## src/rtl/uart_pkg.sv

```systemverilog
// uart_pkg: shared constants, error codes and parser state encoding
package uart_pkg;
  localparam logic [7:0] SYNC0 = 8'h55;
  localparam logic [7:0] SYNC1 = 8'hAA;
  localparam logic [2:0] ERR_CHK = 3'd1;
  localparam logic [2:0] ERR_LEN = 3'd2;
  localparam logic [2:0] ERR_TMO = 3'd3;
  localparam logic [2:0] ERR_OVR = 3'd4;
  typedef enum logic [2:0] {
    ST_IDLE,
    ST_SYNC,
    ST_CMD,
    ST_LEN,
    ST_PAYLOAD,
    ST_CHK,
    ST_HOLD
  } state_t;
endpackage

```

## src/rtl/uart_frame_parser_if.sv

```systemverilog
// uart_frame_parser_if: held-frame read port between parser and command layer
interface uart_frame_parser_if #(
  parameter int AW = 4
);
  logic          frame_valid;
  logic [7:0]    frame_cmd;
  logic [7:0]    frame_len;
  logic [AW-1:0] rd_addr;
  logic [7:0]    rd_data;
  logic          frame_ack;
  modport master (
    output frame_valid, frame_cmd, frame_len, rd_data,
    input  rd_addr, frame_ack
  );
  modport slave (
    input  frame_valid, frame_cmd, frame_len, rd_data,
    output rd_addr, frame_ack
  );
endinterface

```

## src/rtl/uart_frame_buf.sv

```systemverilog
// uart_frame_buf: payload register file, one write port and a registered read port
module uart_frame_buf #(
  parameter int MAX_LEN = 16,
  parameter int AW      = 4
) (
  input  logic          clk_i,
  input  logic          rst_n_i,
  input  logic          we_i,
  input  logic [AW-1:0] waddr_i,
  input  logic [7:0]    wdata_i,
  input  logic [AW-1:0] raddr_i,
  output logic [7:0]    rdata_o
);
  logic [7:0] mem [MAX_LEN];
  logic [7:0] rd_sel;
  // store one payload byte per cycle
  always_ff @(posedge clk_i or negedge rst_n_i)
    if (!rst_n_i)
      for (int i = 0; i < MAX_LEN; i++) mem[i] <= '0;
    else
      for (int i = 0; i < MAX_LEN; i++)
        if (we_i && waddr_i == AW'(i)) mem[i] <= wdata_i;
  // read mux; addresses beyond the buffer return zero
  always_comb begin
    rd_sel = '0;
    for (int i = 0; i < MAX_LEN; i++)
      rd_sel = (raddr_i == AW'(i)) ? mem[i] : rd_sel;
  end
  // one-cycle read latency
  always_ff @(posedge clk_i or negedge rst_n_i)
    if (!rst_n_i) rdata_o <= '0;
    else rdata_o <= rd_sel;
endmodule

```

## src/rtl/uart_frame_parser.sv

```systemverilog
// uart_frame_parser: delineates 55 AA CMD LEN payload CHK frames from a UART byte stream
module uart_frame_parser
  import uart_pkg::*;
#(
  parameter int MAX_LEN     = 16,
  parameter int TIMEOUT_CYC = 50000,
  parameter int AW          = 4
) (
  input  logic                clk_i,
  input  logic                rst_n_i,
  input  logic                en_i,
  input  logic [7:0]          rx_data_i,
  input  logic                rx_valid_i,
  uart_frame_parser_if.master frm,
  output logic                err_o,
  output logic [2:0]          err_code_o
);
  localparam int TW = $clog2(TIMEOUT_CYC + 1);
  state_t        state, state_d;
  logic [7:0]    sum, sum_d, idx, idx_d, cmd_q, cmd_d, len_q, len_d;
  logic [TW-1:0] cnt, cnt_d;
  logic          we, err_d;
  logic [2:0]    code_d;
  logic [7:0]    rd_data;
  logic          counting;
  assign frm.frame_valid = (state == ST_HOLD);
  assign frm.frame_cmd   = cmd_q;
  assign frm.frame_len   = len_q;
  assign frm.rd_data     = rd_data;
  assign counting = (state == ST_SYNC) || (state == ST_CMD) || (state == ST_LEN) ||
                    (state == ST_PAYLOAD) || (state == ST_CHK);
  uart_frame_buf #(.MAX_LEN(MAX_LEN), .AW(AW)) u_buf (
    .clk_i   (clk_i),
    .rst_n_i (rst_n_i),
    .we_i    (we),
    .waddr_i (AW'(idx)),
    .wdata_i (rx_data_i),
    .raddr_i (frm.rd_addr),
    .rdata_o (rd_data)
  );
  // parser registers: state, running checksum, payload index, inter-byte timer, frame header, error report
  always_ff @(posedge clk_i or negedge rst_n_i)
    if (!rst_n_i) begin
      state      <= ST_IDLE;
      sum        <= '0;
      idx        <= '0;
      cnt        <= '0;
      cmd_q      <= '0;
      len_q      <= '0;
      err_o      <= 1'b0;
      err_code_o <= '0;
    end else begin
      state      <= state_d;
      sum        <= sum_d;
      idx        <= idx_d;
      cnt        <= cnt_d;
      cmd_q      <= cmd_d;
      len_q      <= len_d;
      err_o      <= err_d;
      err_code_o <= code_d;
    end
  // next-state: byte-driven frame walk, hold/ack handshake, overrun and inter-byte timeout
  always_comb begin
    state_d = state;
    sum_d   = sum;
    idx_d   = idx;
    cnt_d   = cnt;
    cmd_d   = cmd_q;
    len_d   = len_q;
    we      = 1'b0;
    err_d   = 1'b0;
    code_d  = err_code_o;
    if (!en_i) begin
      state_d = ST_IDLE;
      sum_d   = '0;
      idx_d   = '0;
      cnt_d   = '0;
    end else if (rx_valid_i) begin
      cnt_d = '0;
      case (state)
        ST_IDLE: state_d = (rx_data_i == SYNC0) ? ST_SYNC : ST_IDLE;
        ST_SYNC: state_d = (rx_data_i == SYNC1) ? ST_CMD : (rx_data_i == SYNC0) ? ST_SYNC : ST_IDLE;
        ST_CMD: begin
          cmd_d   = rx_data_i;
          sum_d   = rx_data_i;
          state_d = ST_LEN;
        end
        ST_LEN: begin
          if (rx_data_i > 8'(MAX_LEN)) begin
            state_d = ST_IDLE;
            err_d   = 1'b1;
            code_d  = ERR_LEN;
          end else begin
            len_d   = rx_data_i;
            sum_d   = sum + rx_data_i;
            idx_d   = '0;
            state_d = (rx_data_i == 8'd0) ? ST_CHK : ST_PAYLOAD;
          end
        end
        ST_PAYLOAD: begin
          we      = 1'b1;
          sum_d   = sum + rx_data_i;
          idx_d   = idx + 8'd1;
          state_d = (idx + 8'd1 == len_q) ? ST_CHK : ST_PAYLOAD;
        end
        ST_CHK: begin
          state_d = (rx_data_i == sum) ? ST_HOLD : ST_IDLE;
          err_d   = (rx_data_i != sum);
          code_d  = (rx_data_i != sum) ? ERR_CHK : err_code_o;
        end
        ST_HOLD: begin
          err_d   = 1'b1;
          code_d  = ERR_OVR;
          state_d = frm.frame_ack ? ST_IDLE : ST_HOLD;
        end
        default: state_d = ST_IDLE;
      endcase
    end else if (state == ST_HOLD) begin
      state_d = frm.frame_ack ? ST_IDLE : ST_HOLD;
    end else if (counting) begin
      if (cnt == TW'(TIMEOUT_CYC - 1)) begin
        state_d = ST_IDLE;
        cnt_d   = '0;
        err_d   = 1'b1;
        code_d  = ERR_TMO;
      end else begin
        cnt_d = cnt + 1'b1;
      end
    end
  end
endmodule

```

## src/flat_wrapper.sv

```systemverilog
// flat-port wrapper written by rule: the top's interface ports become plain ports
module uart_frame_parser_flat import uart_pkg::*;
#(
  parameter int MAX_LEN     = 16,
  parameter int TIMEOUT_CYC = 50000,
  parameter int AW          = 4
)
  (clk_i, rst_n_i, en_i, rx_data_i, rx_valid_i, err_o, err_code_o, frm_frame_valid, frm_frame_cmd, frm_frame_len, frm_rd_data, frm_rd_addr, frm_frame_ack);
  uart_frame_parser_if #(.AW(AW)) frm_i ();
  input  logic clk_i;
  input  logic rst_n_i;
  input  logic en_i;
  input  logic [7:0] rx_data_i;
  input  logic rx_valid_i;
  output logic err_o;
  output logic [2:0] err_code_o;
  output wire logic [$bits(frm_i.frame_valid)-1:0] frm_frame_valid;
  output wire logic [$bits(frm_i.frame_cmd)-1:0] frm_frame_cmd;
  output wire logic [$bits(frm_i.frame_len)-1:0] frm_frame_len;
  output wire logic [$bits(frm_i.rd_data)-1:0] frm_rd_data;
  input wire logic [$bits(frm_i.rd_addr)-1:0] frm_rd_addr;
  input wire logic [$bits(frm_i.frame_ack)-1:0] frm_frame_ack;
  assign frm_frame_valid = frm_i.frame_valid;
  assign frm_frame_cmd = frm_i.frame_cmd;
  assign frm_frame_len = frm_i.frame_len;
  assign frm_rd_data = frm_i.rd_data;
  assign frm_i.rd_addr = frm_rd_addr;
  assign frm_i.frame_ack = frm_frame_ack;
  uart_frame_parser #(.MAX_LEN(MAX_LEN), .TIMEOUT_CYC(TIMEOUT_CYC), .AW(AW)) u_core (.clk_i(clk_i), .rst_n_i(rst_n_i), .en_i(en_i), .rx_data_i(rx_data_i), .rx_valid_i(rx_valid_i), .frm(frm_i), .err_o(err_o), .err_code_o(err_code_o));
endmodule
```

## config.mk

```make
export PLATFORM = sky130hd
export DESIGN_NAME = uart_frame_parser_flat
export DESIGN_NICKNAME = d
export VERILOG_FILES = /design/src/rtl/uart_pkg.sv /design/src/rtl/uart_frame_parser_if.sv /design/src/rtl/uart_frame_buf.sv /design/src/rtl/uart_frame_parser.sv /design/src/flat_wrapper.sv
export SDC_FILE = /design/constraint.sdc
export NUM_CORES = 1
export LEC_CHECK = 0
export ABC_AREA = 1
export ABC_CLOCK_PERIOD_IN_PS = 2500
export CAP_MARGIN = 0
export CELL_PAD_IN_SITES_DETAIL_PLACEMENT = 0
export CELL_PAD_IN_SITES_GLOBAL_PLACEMENT = 1
export CORE_ASPECT_RATIO = 0.8
export CORE_MARGIN = 10
export CORE_UTILIZATION = 46
export CTS_CLUSTER_DIAMETER = 60
export CTS_CLUSTER_SIZE = 24
export DETAILED_ROUTE_END_ITERATION = 10
export HOLD_SLACK_MARGIN = 0.03
export PLACE_DENSITY_LB_ADDON = 0.1
export SLEW_MARGIN = 0
export SYNTH_ARGS = -nofsm -noshare
export SYNTH_HDL_FRONTEND = slang
export SYNTH_SLANG_ARGS = --single-unit
```

## constraint.sdc

```tcl
create_clock -name clk_i -period 2.5 [get_ports clk_i]
set_clock_uncertainty 0.15 [all_clocks]
set_input_delay 0.375 -clock clk_i [delete_from_list [all_inputs] [get_ports clk_i]]
set_output_delay 0.375 -clock clk_i [all_outputs]
set_load 0.01 [all_outputs]
```

==> impl_metrics.json, run 1 <==
{
  "grt_use_met3": 0.0443,
  "synthesis.nets": 1123,
  "antenna_found_initial": 0,
  "cp_data_required_time_ns": 2.67,
  "worstMarginPinSlew_ns": 0.646,
  "place_congestion": 0.884,
  "synth_area_um2": 9050,
  "grt_max_degree": 70,
  "clk_pin_slew_worst_paths_ns": 0.08,
  "numPlacedInstances": 1449,
  "max-slew-margin-rel": 0.568,
  "wirelength_mm": 25.6,
  "synth-edff-count": 0,
  "synth_top_area_share": 0.528,
  "place_ws_ns": -0.327,
  "cts_max_level": 4,
  "path_max_fanout": 7,
  "hold_path_class": "input pin to async pin",
  "antenna_left": 0,
  "worst_ep_arrival_time_ns": 2.58,
  "clock_sinks": 191,
  "synth_cells": 1093,
  "slew_viol_final": 0,
  "area_delta_synth_final_pct": 21.3,
  "cp-end-kind": "flop",
  "finalHoldViolCount": 0,
  "outcome": "finished, final reports clean",
  "worst-r2r-cell-count": 8,
  "cts_tree": "built",
  "p_per_area_nw_per_um2": 665,
  "fin_cells": 1483,
  "clock_latency_ns": 0.44,
  "die_h_um": 145,
  "fmax_mhz": 416,
  "power_leakage_nw": 5.00,
  "dp_hpwl_mm": 18.1,
  "vias": 7773,
  "nets": 1241,
  "yosys.area.top_type": "dfrtp_1",
  "crit_type": "input pin to flop",
  "die_x_um": 177,
  "timing.final.ws_setup_ns": 0.0940,
  "gr-max-usage-layer": "met1",
  "yosysMostFrequentCell": "nand2_1",
  "avgSynthCellArea_um2": 8.28,
  "first_iter_violations": 781,
  "crit_path_start_kind": "input pin",
  "vdd_ir_drop_max_mv": 0.362,
  "ctsLongestPathBuffers": 2,
  "drv_cap": 0,
  "drive_gt1_frac": 0.121,
  "ys.warnings.count": 0,
  "use_met1": 0.322,
  "ctsRootBufferMaster": "clkbuf_16",
  "fin_crit_ns": 2.41,
  "fin_crit_sh": 0.962,
  "rsz0062_at_grt": "no",
  "wire_per_inst_um": 17.2,
  "ys_ff_latch": 191,
  "firstDrtPassIters": 5,
  "synth_flop_cell": "dfrtp_1",
  "grt_pass1_wl_mm": 41.9,
  "grt_usage": 0.205,
  "vias_per_cell": 5.24,
  "grt_use_met2": 0.277,
  "port-buffer-count": 45,
  "async_reset_ff_frac": 1.00,
  "grt_pass1_vias": 7514,
  "fp-row-count": 45,
  "fp.dieArea_um2": 25700,
  "yosysUniqueCellTypes": 40,
  "cts_buffers": 17,
  "place_area_um2": 10300,
  "coreArea_um2": 19100,
  "yosys-top-cells-count": "nand2_1 (285), dfrtp_1 (191), o21ai_0 (180)",
  "yosysSeqAreaShare": 0.528,
  "setup_viol": 0,
  "initial_core_util": 0.473,
  "overflow": 0,
  "drc": 0,
  "yosys-top-cells-area": "dfrtp_1 (53%), nand2_1 (12%), o21ai_0 (10%)",
  "stdcell_area_um2": 11000,
  "pin_count": 46
}
## critical path, stage by stage
cell and delay (ns):
clkdlybuf4s50_1 0.46, ha_1 0.34, or2_2 0.30, nor3_1 0.33
nand3b_1 0.18, o2111ai_1 0.21, o31ai_4 0.17, o21ai_0 0.11
o21ai_0 0.10
## state kept, by name, summed over array words and instances, names as in the netlist
register,flops
u_core.u_buf.rdata_o,8
u_core.sum,8
u_core.frm.frame_cmd,8
u_core.err_o,1
u_core.u_buf.mem,128
u_core.state,3
u_core.err_code_o,3
u_core.frm.frame_len,8
u_core.cnt,16
u_core.idx,8
## path summary, 6_finish.rpt
check                                      from               endpoint  slack (ns)
setup reg to reg                  u_core.sum[3]   u_core.err_code_o[0]        0.14
hold reg to reg            u_core.u_buf.mem[65]   u_core.u_buf.mem[65]        0.33
setup / recovery                   rx_data_i[3]   u_core.err_code_o[0]        0.09
min in group clk_i         u_core.u_buf.mem[65]   u_core.u_buf.mem[65]        0.33
max in group asynchronous               rst_n_i  u_core.u_buf.mem[118]        1.27
hold / removal                          rst_n_i        u_core.state[2]        0.24
## layer usage
metal  vias up  routed length, µm
li1       3847                  -
met1      3727              13400
met2       178              10500
met3        21               1410
met4         0                230
met5         -                  0
## cell families (layout without fill, tap and decap cells)
logic type               after synthesis  after routing  share of synthesized area
AO/OA/AOI/OAI                        236            236                      0.137
XOR/XNOR                              16             16                     0.0155
adder cells (fa/ha/maj)               13             13                     0.0188
buffers and inverters                136            267                     0.0593
flip-flops                           191            191                      0.528
other                                  0              1                          0
AND/OR/NAND/NOR                      501            501                      0.241
## cells in the final DEF, fill, tap and decap left out, types with 4 or more instances in the layout
master,instances
xnor2_1,7
nor3_1,12
nor2_4,5
o21ai_1,5
ha_1,12
inv_8,9
nand4_1,26
a21oi_1,29
nand3_1,67
or2_2,6
inv_1,96
xor2_1,9
clkdlybuf4s50_1,44
o21ai_0,180
o22ai_1,7
clkbuf_16,17
nand2_1,285
dfrtp_1,191
buf_4,84
o21a_1,4
nor2_1,77
nor4_1,5
inv_2,7
nor2_2,4
## through the flow
stage	TNS, ns	hold WS (ns)	total power, W	util
after floorplan	0	-0.0706	0.00398	-
after global placement	-2.61	0.157	0.00458	0.540
after detailed placement	-3.19	0.156	0.00459	0.540
after CTS	0	0.235	0.00737	0.573
after global routing	0	0.253	0.00766	0.573
final	0	0.241	0.00730	0.573
## where the power goes
part           internal (W)  switching [W]  leakage [nW]
clock               0.00137        0.00140         0.297
sequential          0.00330       0.000149          2.62
combinational      0.000470       0.000613          2.08
## timing repair
action | 4_1_cts | 5_1_grt
endpoints found under the hold margin | 33 | 0
cloned | 0 | 0
setup buffers | 0 | 0
hold buffers | 1 | 0
endpoints found under the setup margin | 1 | 6
resized for setup | 1 | 2
## layout make-up
class	instances	area, µm²
Tap cell	258	323
Inverter	103	387
Sequential cell	191	4780
Antenna cell	1	2.50
Clock buffer	17	425
Timing Repair Buffer	132	1130
Multi-Input combinational cell	766	3740
Clock inverter	15	176
Fill cell	1805	8170
Note: power is estimated with default switching activity, not from simulation.
==> inputs of run 2 (changes only) <==
CORE_MARGIN = unset   (was 10)
==> impl_metrics.json, run 2 (synthesis results as in run 1) <==
{
  "cp-end-kind": "output pin",
  "cts_tree": "built",
  "multi_input_area_um2": 3730,
  "antenna_left": 0,
  "fin_crit_sh": 0.948,
  "place_congestion": 0.846,
  "worst_ep_arrival_time_ns": 1.85,
  "antenna_found_initial": 0,
  "fin_hold_ws_ns": 0.338,
  "post-route-util": 0.575,
  "crit_path_start_kind": "flop",
  "cts_buffers": 17,
  "vdd_ir_drop_max_mv": 0.588,
  "final.setup.tns_ns": 0,
  "firstDrtPassIters": 5,
  "die_h_um": 127,
  "cts_max_level": 4,
  "clock_sinks": 191,
  "first_iter_violations": 638,
  "outcome": "finished, final reports clean",
  "cts_setup_buffers": 0,
  "overflow": 0,
  "power_leakage_nw": 5.00,
  "grt_usage": 0.254,
  "p_total_w": 0.00735,
  "dp_hpwl_mm": 17.1,
  "crit_type": "flop to output pin",
  "clk_pin_slew_worst_paths_ns": 0.09,
  "worstMarginPinSlew_ns": 0.802,
  "port-buffer-count": 45,
  "drv_cap": 0,
  "initial_core_util": 0.473,
  "grt_max_degree": 63,
  "hold_path_class": "input pin to async pin",
  "seq_area_um2": 4780,
  "p_per_area_nw_per_um2": 668,
  "fp.dieArea_um2": 20200,
  "wl_met3_mm": 1.27,
  "fin_crit_ns": 2.37,
  "wl_met1_mm": 13.0,
  "grt_pass1_vias": 7437,
  "clock_latency_ns": 0.44,
  "drive_gt1_frac": 0.118,
  "wl_met2_mm": 9.80,
  "stdcell_area_um2": 11000,
  "antenna_cells": 0,
  "layout_commonest_cell": "nand2_1",
  "place_area_um2": 10400,
  "slew_viol_final": 0,
  "vias_per_cell": 5.21,
  "rrSetupSlack_ns": 0.20,
  "path_max_fanout": 7,
  "ctsLongestPathBuffers": 2,
  "fp-row-count": 45,
  "setup_viol": 0,
  "top_regs": "u_core.u_buf.mem x128, u_core.cnt x16",
  "regMostFlops": "u_core.u_buf.mem",
  "pin_count": 46,
  "area_delta_synth_final_pct": 21.7,
  "ctsRootBufferMaster": "clkbuf_16",
  "max-slew-margin-rel": 0.463,
  "n_fill_cell": 1809,
  "final_cell_mix": "nand2_1 (285), dfrtp_1 (191), o21ai_0 (180), inv_1 (96)",
  "nets": 1238,
  "grt_pass1_wl_mm": 39.9,
  "fmax_mhz": 422,
  "largest_reg_flops": 128,
  "cp_data_required_time_ns": 1.98,
  "vias": 7711,
  "top_layer": "met4",
  "wirelength_mm": 24.2,
  "die_x_um": 159,
  "finalHoldViolCount": 0,
  "wire_per_inst_um": 16.4,
  "coreArea_um2": 19100,
  "drc": 0
}
[run 2: cell types whose count changed in the layout (fill, tap and decap cells not counted), sizes merged]
cell    delta
inv        -2
buf        -3
diode      -1
clkinv     +2
[run 2: path summary, 6_finish.rpt]
path / startpoint / to / cells after the start
hold / removal: rst_n_i / u_core.sum[3] / 2
setup reg to reg: u_core.state[0] / u_core.cnt[8] / 12
max in group asynchronous: rst_n_i / u_core.u_buf.mem[19] / 3
setup / recovery: u_core.state[2] / frm_frame_valid / 3
min in group clk_i: u_core.u_buf.mem[74] / u_core.u_buf.mem[74] / 2
hold reg to reg: u_core.u_buf.mem[74] / u_core.u_buf.mem[74] / 2
[run 2: critical path, cell delays in order, from the launching register on]
cell             delay [ns]
dfrtp_1                0.38
inv_1                  0.13
nor3_2                 0.29
clkdlybuf4s50_1        0.59
[run 2: area by class of cell]
cell class / count / share of cell area
clock buffer: 17 / 0.0387
clock inverter: 15 / 0.0188
inverter: 103 / 0.0351
multi-input combinational: 766 / 0.339
sequential: 191 / 0.434
tap: 258 / 0.0293
timing repair buffer: 129 / 0.104
[run 2: layer usage]
metal,vias up,global-route usage
met5,-,0
met4,0,0.0480
met2,179,0.361
met1,3688,0.402
met3,10,0.0429
li1,3834,-
[run 2: repair_timing]
action | CTS | global route
hold endpoints to repair | 58 | 0
hold buffers | 1 | 0
gates resized for setup | 0 | 1
setup endpoints to repair | 0 | 1
[run 2: through the flow]
stage,setup WS (ns),cells
after detailed placement,-0.226,1446
after floorplan,0.350,1093
after global placement,-0.184,1446
final,0.129,1479
after global routing,-0.00802,1479
after CTS,0.0350,1479
[run 2: power breakdown]
group | internal [W] | total (W) | switching [W]
clock network | 0.00140 | 0.00285 | 0.00145
logic | 0.000471 | 0.00106 | 0.000584
registers | 0.00330 | 0.00345 | 0.000143
==> inputs of run 3 (changes only) <==
==> constraint.sdc (replaced) <==
create_clock -name clk_i -period 2.5 [get_ports clk_i]
set_clock_uncertainty 0.15 [all_clocks]
set_input_delay 0.25 -clock clk_i [delete_from_list [all_inputs] [get_ports clk_i]]
set_output_delay 0.25 -clock clk_i [all_outputs]
set_load 0.01 [all_outputs]
==> impl_metrics.json, run 3 (synthesis results as in run 1) <==
{
  "outcome": "finished, final reports clean",
  "vias": 7699,
  "power_leakage_nw": 4.93,
  "ctsLongestPathBuffers": 2,
  "slew_viol_final": 0,
  "path_max_fanout": 7,
  "clock_sinks": 191,
  "antenna_left": 0,
  "fin_crit_ns": 2.35,
  "cp-end-kind": "output pin",
  "hold_path_class": "input pin to async pin",
  "clock_latency_ns": 0.44,
  "port-buffer-count": 45,
  "cp_cell_sequence": "inv_1, nor3_1, clkdlybuf4s50_1",
  "pin_count": 46,
  "clk_pin_slew_worst_paths_ns": 0.08,
  "layout_commonest_cell": "nand2_1",
  "wirelength_mm": 24.3,
  "post-route-util": 0.568,
  "fin_crit_sh": 0.939,
  "area_delta_synth_final_pct": 20.2,
  "drv_cap": 0,
  "cts_buffers": 17,
  "dp_hpwl_mm": 17.2,
  "die_x_um": 159,
  "largest_reg_flops": 128,
  "place_ws_ns": -0.273,
  "timing.final.ws_setup_ns": 0.153,
  "final_cell_mix": "nand2_1 (285), dfrtp_1 (191), o21ai_0 (180), inv_1 (96), nor2_1 (77)",
  "top_regs": "u_core.u_buf.mem x128, u_core.cnt x16",
  "fp.dieArea_um2": 20200,
  "fin_cells": 1470,
  "first_iter_violations": 575,
  "rsz0062_at_grt": "no",
  "wire_per_inst_um": 16.5,
  "coreArea_um2": 19100,
  "firstDrtPassIters": 6,
  "grt_pass1_wl_mm": 40.4,
  "final.setup.tns_ns": 0,
  "antenna_cells": 0,
  "worstMarginPinSlew_ns": 0.690,
  "overflow": 0,
  "fmax_mhz": 426,
  "grt_max_degree": 63,
  "worst_ep_arrival_time_ns": 1.95,
  "max-slew-margin-rel": 0.538,
  "fin_hold_ws_ns": 0.215,
  "cts_max_level": 4,
  "setup_viol": 0,
  "cp_slowest_cell": "clkdlybuf4s50_1",
  "grt_usage": 0.255,
  "cp_data_required_time_ns": 2.10,
  "vias_per_cell": 5.24,
  "place_congestion": 0.837,
  "ctsRootBufferMaster": "clkbuf_16",
  "nets": 1229,
  "crit_path_start_kind": "flop",
  "initial_core_util": 0.473,
  "die_h_um": 127,
  "fp-row-count": 45,
  "antenna_found_initial": 0,
  "finalHoldViolCount": 0,
  "vdd_ir_drop_max_mv": 0.480,
  "crit_type": "flop to output pin",
  "max_stage_delay_ns": 0.63,
  "grt_pass1_vias": 7401,
  "drive_gt1_frac": 0.111,
  "regMostFlops": "u_core.u_buf.mem",
  "p_per_area_nw_per_um2": 665,
  "drc": 0,
  "numPlacedInstances": 1437,
  "cts_tree": "built"
}
[run 3: changes by cell type in the layout (fill, tap and decap cells not counted), moves of 2 or more]
| cell | before | now |
|---|---|---|
| buf_12 | 5 | 3 |
| buf_4 | 78 | 71 |
| clkinv_8 | 5 | 1 |
| inv_12 | 4 | 0 |
| inv_6 | 1 | 5 |
[run 3: area by class of cell]
class | instances | area (µm²)
inverters | 103 | 387
multi-input cells | 766 | 3730
flip-flops and latches | 191 | 4780
repair buffers | 120 | 1060
clock buffers | 17 | 425
fillers | 1790 | 8270
well taps | 258 | 323
clock inverters | 15 | 165
[run 3: critical path: cells and delay by family, from the launching register on]
| kind | cells | cell delay, ns |
|---|---|---|
| buffers and inverters | 2 | 0.76 |
| DFF | 1 | 0.38 |
| and+or+nand+nor | 1 | 0.38 |
[run 3: per-layer routing]
metal | GRT usage | vias up | share of wire
li1 | - | 3821 | -
met1 | 0.398 | 3674 | 0.52
met2 | 0.365 | 196 | 0.41
met3 | 0.0506 | 8 | 0.061
met4 | 0.0474 | 0 | 0.0054
met5 | 0 | - | 0
[run 3: through the flow]
step	total power, W	area, µm²
4_1_cts	0.00728	10900
3_5_place_dp	0.00453	10300
2_1_floorplan	0.00398	9050
5_1_grt	0.00755	10900
3_3_place_gp	0.00453	10300
6_report	0.00723	10900
[run 3: where the power goes]
group	total (W)	switching, W	internal, W
Clock	0.00275	0.00132	0.00143
Combinational	0.00104	0.000583	0.000453
Sequential	0.00344	0.000139	0.00330
[run 3: path summary, 6_finish.rpt]
kind                                           start                       to  slack (ns)  cells past startpoint
worst min register to register  u_core.u_buf.mem[64]     u_core.u_buf.mem[64]        0.33                      2
worst max register to register       u_core.state[2]           u_core.cnt[10]        0.21                     11
worst min-delay path                         rst_n_i            u_core.sum[5]        0.21                      2
worst max-delay path                 u_core.state[2]          frm_frame_valid        0.15                      3
max in group asynchronous                    rst_n_i  u_core.u_buf.rdata_o[2]        1.22                      3
min in group clk_i              u_core.u_buf.mem[64]     u_core.u_buf.mem[64]        0.33                      2
[run 3: repair_timing]
item | CTS | global route
gates resized for setup | 0 | 1
hold buffers | 1 | 0
hold endpoints to repair | 58 | 0
setup endpoints to repair | 0 | 3
setup buffers | 0 | 0
